===== src/rtl/sprite_pkg.sv =====
// Shared screen geometry, coordinate/palette types and small helpers for the sprite renderer.
package sprite_pkg;

  localparam int SCREEN_W  = 640;
  localparam int SCREEN_H  = 480;
  localparam int PAL_IDX_W = 3;

  typedef logic [9:0]           coord_t;
  typedef logic [PAL_IDX_W-1:0] pal_idx_t;

  // Counter width that stays legal when the count is 1.
  function automatic int cnt_w(input int n);
    return (n > 1) ? $clog2(n) : 1;
  endfunction

  // Span test done at 11 bits so lo+len past the screen edge clips instead of wrapping.
  function automatic logic in_span(input coord_t v, input coord_t lo, input int unsigned len);
    logic [10:0] hi;
    hi = {1'b0, lo} + 11'(len);
    return ({1'b0, v} >= {1'b0, lo}) && ({1'b0, v} < hi);
  endfunction

endpackage


===== src/rtl/sprite_anim_ctr.sv =====
// Animation counter: FRAME_TICKS frame_start pulses per animation frame, N_FRAMES frames then wrap.
module sprite_anim_ctr
  import sprite_pkg::*;
#(
  parameter int N_FRAMES    = 4,
  parameter int FRAME_TICKS = 6,
  parameter int FRM_W       = cnt_w(N_FRAMES)
) (
  input  logic             clk,
  input  logic             reset,
  input  logic             frame_start,
  input  logic             anim_en,
  output logic [FRM_W-1:0] frame_idx
);

  localparam int TICK_W = cnt_w(FRAME_TICKS);

  logic [TICK_W-1:0] tick;

  always_ff @(posedge clk or posedge reset) begin
    if (reset) begin
      tick      <= '0;
      frame_idx <= '0;
    end else if (frame_start && anim_en) begin
      if (tick == TICK_W'(FRAME_TICKS - 1)) begin
        tick      <= '0;
        frame_idx <= (frame_idx == FRM_W'(N_FRAMES - 1)) ? '0 : frame_idx + 1'b1;
      end else begin
        tick <= tick + 1'b1;
      end
    end
  end

endmodule


===== src/rtl/sprite_anim_renderer.sv =====
// Two-stage animated sprite renderer: box test + ROM address, then palette index / opacity.
// Optional horizontal mirroring is built when SPRITE_FLIP_EN is defined.
module sprite_anim_renderer
  import sprite_pkg::*;
#(
  parameter int SPR_W       = 50,
  parameter int SPR_H       = 64,
  parameter int N_FRAMES    = 4,
  parameter int FRAME_TICKS = 6,
  parameter int IDX_W       = 3,
  parameter int TRANSP_IDX  = 0,
  parameter int ADDR_W      = $clog2(SPR_W*SPR_H*N_FRAMES)
) (
  input  logic              vga_clk,
  input  logic              reset,
  input  logic [9:0]        DrawX,
  input  logic [9:0]        DrawY,
  input  logic              blank,
  input  logic              frame_start,
  input  logic [9:0]        pos_x,
  input  logic [9:0]        pos_y,
`ifdef SPRITE_FLIP_EN
  input  logic              flip,
`endif
  input  logic              anim_en,
  output logic [ADDR_W-1:0] rom_address,
  input  logic [IDX_W-1:0]  rom_q,
  output logic [IDX_W-1:0]  pix_idx,
  output logic              pix_hit
);

  localparam int FRM_W = cnt_w(N_FRAMES);
  localparam logic [ADDR_W-1:0] FRAME_PIX = ADDR_W'(SPR_W * SPR_H);
  localparam logic [ADDR_W-1:0] ROW_PIX   = ADDR_W'(SPR_W);

  coord_t            px, py;
  logic              flp;
  logic [FRM_W-1:0]  frame_idx;
  coord_t            dx, lx, ly;
  logic              in_box;
  logic [ADDR_W-1:0] addr_calc;
  logic              in_box_d1, blank_d1;

  sprite_anim_ctr #(
    .N_FRAMES    (N_FRAMES),
    .FRAME_TICKS (FRAME_TICKS),
    .FRM_W       (FRM_W)
  ) u_ctr (
    .clk         (vga_clk),
    .reset       (reset),
    .frame_start (frame_start),
    .anim_en     (anim_en),
    .frame_idx   (frame_idx)
  );

  // Position and mirroring only change at frame boundaries so a sprite never tears mid-frame.
  always_ff @(posedge vga_clk or posedge reset) begin
    if (reset) begin
      px <= '0;
      py <= '0;
    end else if (frame_start) begin
      px <= pos_x;
      py <= pos_y;
    end
  end

`ifdef SPRITE_FLIP_EN
  always_ff @(posedge vga_clk or posedge reset) begin
    if (reset) begin
      flp <= 1'b0;
    end else if (frame_start) begin
      flp <= flip;
    end
  end
`else
  assign flp = 1'b0;
`endif

  always_comb begin
    in_box    = in_span(DrawX, px, SPR_W) && in_span(DrawY, py, SPR_H);
    dx        = DrawX - px;
    lx        = flp ? (coord_t'(SPR_W - 1) - dx) : dx;
    ly        = DrawY - py;
    addr_calc = ADDR_W'(frame_idx) * FRAME_PIX + ADDR_W'(ly) * ROW_PIX + ADDR_W'(lx);
  end

  always_ff @(posedge vga_clk or posedge reset) begin
    if (reset) begin
      rom_address <= '0;
      in_box_d1   <= 1'b0;
      blank_d1    <= 1'b0;
    end else begin
      rom_address <= in_box ? addr_calc : '0;
      in_box_d1   <= in_box;
      blank_d1    <= blank;
    end
  end

  // rom_q answers the address registered last cycle, so it lines up with the _d1 flags.
  always_ff @(posedge vga_clk or posedge reset) begin
    if (reset) begin
      pix_idx <= '0;
      pix_hit <= 1'b0;
    end else begin
      pix_idx <= rom_q;
      pix_hit <= in_box_d1 && blank_d1 && (rom_q != IDX_W'(TRANSP_IDX));
    end
  end

endmodule


===== config.mk =====
export PLATFORM = sky130hd
export DESIGN_NAME = sprite_anim_renderer
export DESIGN_NICKNAME = d
export VERILOG_FILES = /design/src/rtl/sprite_pkg.sv /design/src/rtl/sprite_anim_ctr.sv /design/src/rtl/sprite_anim_renderer.sv
export SDC_FILE = /design/constraint.sdc
export NUM_CORES = 1
export LEC_CHECK = 0
export CELL_PAD_IN_SITES_DETAIL_PLACEMENT = 1
export CELL_PAD_IN_SITES_GLOBAL_PLACEMENT = 2
export CORE_UTILIZATION = 30
export CTS_CLUSTER_SIZE = 40
export DETAILED_ROUTE_END_ITERATION = 8
export PLACE_DENSITY = 0.74
export SLEW_MARGIN = 15
export SYNTH_ARGS = -nofsm -noshare
export SYNTH_HDL_FRONTEND = slang
export SYNTH_SLANG_ARGS = --single-unit

===== constraint.sdc =====
create_clock -name vga_clk -period 5.2 [get_ports vga_clk]
set_clock_uncertainty 0.2 [all_clocks]
set_input_delay 1.04 -clock vga_clk [delete_from_list [all_inputs] [get_ports vga_clk]]
set_output_delay 1.04 -clock vga_clk [all_outputs]
set_load 0.02 [all_outputs]

==> key figures <==
Outcome
  – Outcome: finished with violations
  – Failing checks: setup timing

Critical path
  – Reg-to-Reg End: rom_address[13]$_DFF_PP0_
  – R2R Setup Slk: -0.32 ns
  – Crit path launch type: input pin
  – CP bufs+invs: 6
  – CP max stage delay: 0.50 ns
  – Crit path kind: in -> reg
  – R2R depth: 24
  – Arrival time at the worst endpoint: 5.95 ns
  – Worst r2r src: py[1]$_DFFE_PP0P_
  – Worst Setup SP: DrawY[0]
  – CP max stage cell: fa_1
  – Most used cell, CP: ha_4
  – CP top delay family: adder cells
  – Crit Path Max Fanout: 3
  – CP Capture Type: flop
  – Critical path data required time: 5.18 ns

Floorplan
  – Die height: 122 um
  – Die X: 122 um
  – IO Pins: 66
  – FP Rows: 43
  – Initial Utilization: 31.1%
  – Die ar.: 15000 um^2
  – Core area: 14000 um^2

Placement
  – Placed insts: 820
  – Port-buffer cells: 65
  – Hpwl dp: 9.85 mm
  – Final GP Congestion: 0.815

Clock tree
  – Worst-Skew Late Latency: 0.30 ns
  – Clk root buf: clkbuf_16
  – Hold_buf cts: 0
  – H-tree Lvls: 2
  – Clk slew on worst S/H paths: 0.06 ns
  – CTS tree: built
  – Total CTS buffers: 5
  – CTS Sinks: 45
  – Deepest clock path buffer count: 2

Logic synthesis
  – Cell count after synthesis: 490
  – Number of synthesized flops with an enable pin: 0
  – Synth Cell Area: 4350 um^2
  – Synth warn: 0
  – Synth top area share: 25.9%
  – Largest area contributor in the netlist: dfrtp_1
  – Avg Synthesized Cell Area: 8.87 um^2
  – Synth Net Count: 634
  – Most common cell in the netlist: ha_1
  – Fraction of registers with async set/reset: 100%
  – Ys flop type: dfrtp_1
  – Dominant cells by area after synthesis: dfrtp_1 26%, ha_1 25%, xnor2_1 6.0%
  – Synth top cells by count: 86 x ha_1, 66 x inv_1, 45 x dfrtp_1, 45 x nand2_1, 36 x o21ai_0
  – Post-synthesis sequential area ratio: 25.9%
  – Yosys reg bits: 45
  – Distinct cells, synth: 47

Final layout
  – # diodes: 0
  – Area Overhead vs Synth: 52.0%
  – Final std cells w/o fill: 836
  – # fillers: 1652
  – Layout cells sized above 1: 27.6%
  – Area taken by multi-input logic gates: 3400 um^2
  – Layout Nets: 800
  – Register Area: 1130 um^2

Detailed routing
  – TritonRoute pass-1 iters: 4
  – Vias: 3999
  – Iteration-0 DRC count of the detailed router: 118
  – Antenna Violating Nets Remaining: 0
  – DRC viols: 0
  – Aggregate routed wire length: 12.6 mm
  – Wire length per cell: 15.1 um
  – DR vias/cell: 4.78

GRT
  – GR Util All Layers: 17.4%
  – Vias in the first global route: 4421
  – Initial antenna violation count: 0
  – GR Overflow Total: 0
  – Pin count of the biggest net entering global routing: 46
  – First-pass GRT wire length: 20.4 mm

STA
  – Setup ws final: -0.762 ns
  – Slew @ Worst Pin: 0.963 ns
  – Maximum clock rate: 168 MHz
  – Final Hold Vio Count: 0
  – Unrepaired setup endpoints after global routing: yes
  – Final period util: 115%
  – Relative slew slack: 35.8%
  – Min Tclk post-route: 5.96 ns
  – Setup Viol. Count Final: 5
  – Final Max Tran Viols: 0

Worst hold path
  – Hold Crit Class: reg -> reg
  – Worst hold stages: 1
  – Worst Hold End: pix_hit$_DFF_PP0_
  – Hold path start: blank_d1$_DFF_PP0_

Job
  – Max-capacitance violation count: 0
layout by cell type, fill, tap and decap left out, types with 3 or more instances in the layout:
master	netlist	layout
a211oi_1	7	7
a21o_1	11	11
a21oi_1	22	11
a21oi_2	0	8
a21oi_4	0	3
buf_4	0	98
buf_6	0	5
clkbuf_16	0	5
clkdlybuf4s50_1	0	61
dfrtp_1	45	45
fa_1	10	8
ha_1	86	68
ha_4	0	16
inv_1	66	57
inv_2	0	6
nand2_1	45	44
nand2b_1	3	3
nand3_1	11	10
nand4_1	4	4
nor2_1	30	27
nor2b_1	5	3
nor3_1	15	15
o211ai_1	5	5
o21a_1	6	6
o21ai_0	36	35
or3_1	4	4
xnor2_1	30	23
xnor2_2	0	6
xor2_1	7	3
xor2_2	1	5
worst register-to-register path: cells and delay by family, from the launching register on:
family                     cells  cell delay, ns
adders and majority gates      7            2.30
AOI/OAI and AO/OA              8            1.42
xor gates and xnor gates       3            0.68
buffers and inverters          5            0.37
DFF                            1            0.32
muxes                          1            0.14
sequential cells by signal (all words and copies together), names as in the netlist:
| name | cells |
|---|---|
| in_box_d1 | 1 |
| pix_idx | 3 |
| px | 10 |
| u_ctr.frame_idx | 2 |
| blank_d1 | 1 |
| pix_hit | 1 |
| rom_address | 14 |
| u_ctr.tick | 3 |
| py | 10 |
metrics by stage:
step                setup slack, ns  cell area, um^2  util, %  TNS [ns]  hold WS, ns
floorplan                    -0.627             4460        -     -1.33        0.267
global placement              -1.40             6000     42.9     -7.68        0.283
detailed placement            -1.61             6000     42.9     -8.58        0.284
CTS                          -0.608             6360     45.5     -1.68        0.294
global route                 -0.919             6610     47.2     -3.02        0.318
finish                       -0.762             6610     47.2     -2.02        0.291
final cells by class:
cell class,instances,area share [%]
clock inverter,2,0.530
inverter,66,4.01
clock buffer,5,1.89
sequential,45,17.0
multi-input combinational,371,51.4
timing repair buffer,167,21.7
tap,180,3.41
kinds of logic after synthesis:
group | share of synthesized area, %
simple gates | 12.7
compound gates | 16.5
xor+xnor | 8.35
mux | 0.748
buf+inv | 6.45
fa+ha+maj | 29.4
flops | 25.9
worst max path at each step:
stage,end,slack (ns),cells past startpoint
6_report,rom_address[13]$_DFF_PP0_,-0.76,26
5_1_grt,rom_address[13]$_DFF_PP0_,-0.92,26
4_1_cts,rom_address[13]$_DFF_PP0_,-0.61,27
3_5_place_dp,rom_address[13]$_DFF_PP0_,-1.61,25
3_3_place_gp,rom_address[13]$_DFF_PP0_,-1.40,25
2_1_floorplan,rom_address[13]$_DFF_PP0_,-0.63,25
metal layers:
metal | share of wire (%) | track usage (%) | vias up
met5 | 0 | 0 | -
met4 | 1.8 | 4.73 | 0
met3 | 2.8 | 2.97 | 18
met2 | 54 | 33.0 | 53
met1 | 42 | 19.7 | 1918
li1 | - | - | 2010
repair_timing:
item                       in CTS  in global routing
pin swaps                      40                 36
cloned                          0                  0
setup endpoints to repair       8                  6
resized for setup              42                 36
setup buffers                   6                  4
Power is not shown: default switching activity piles up to over one toggle a cycle in this logic, so the estimate is an artifact.
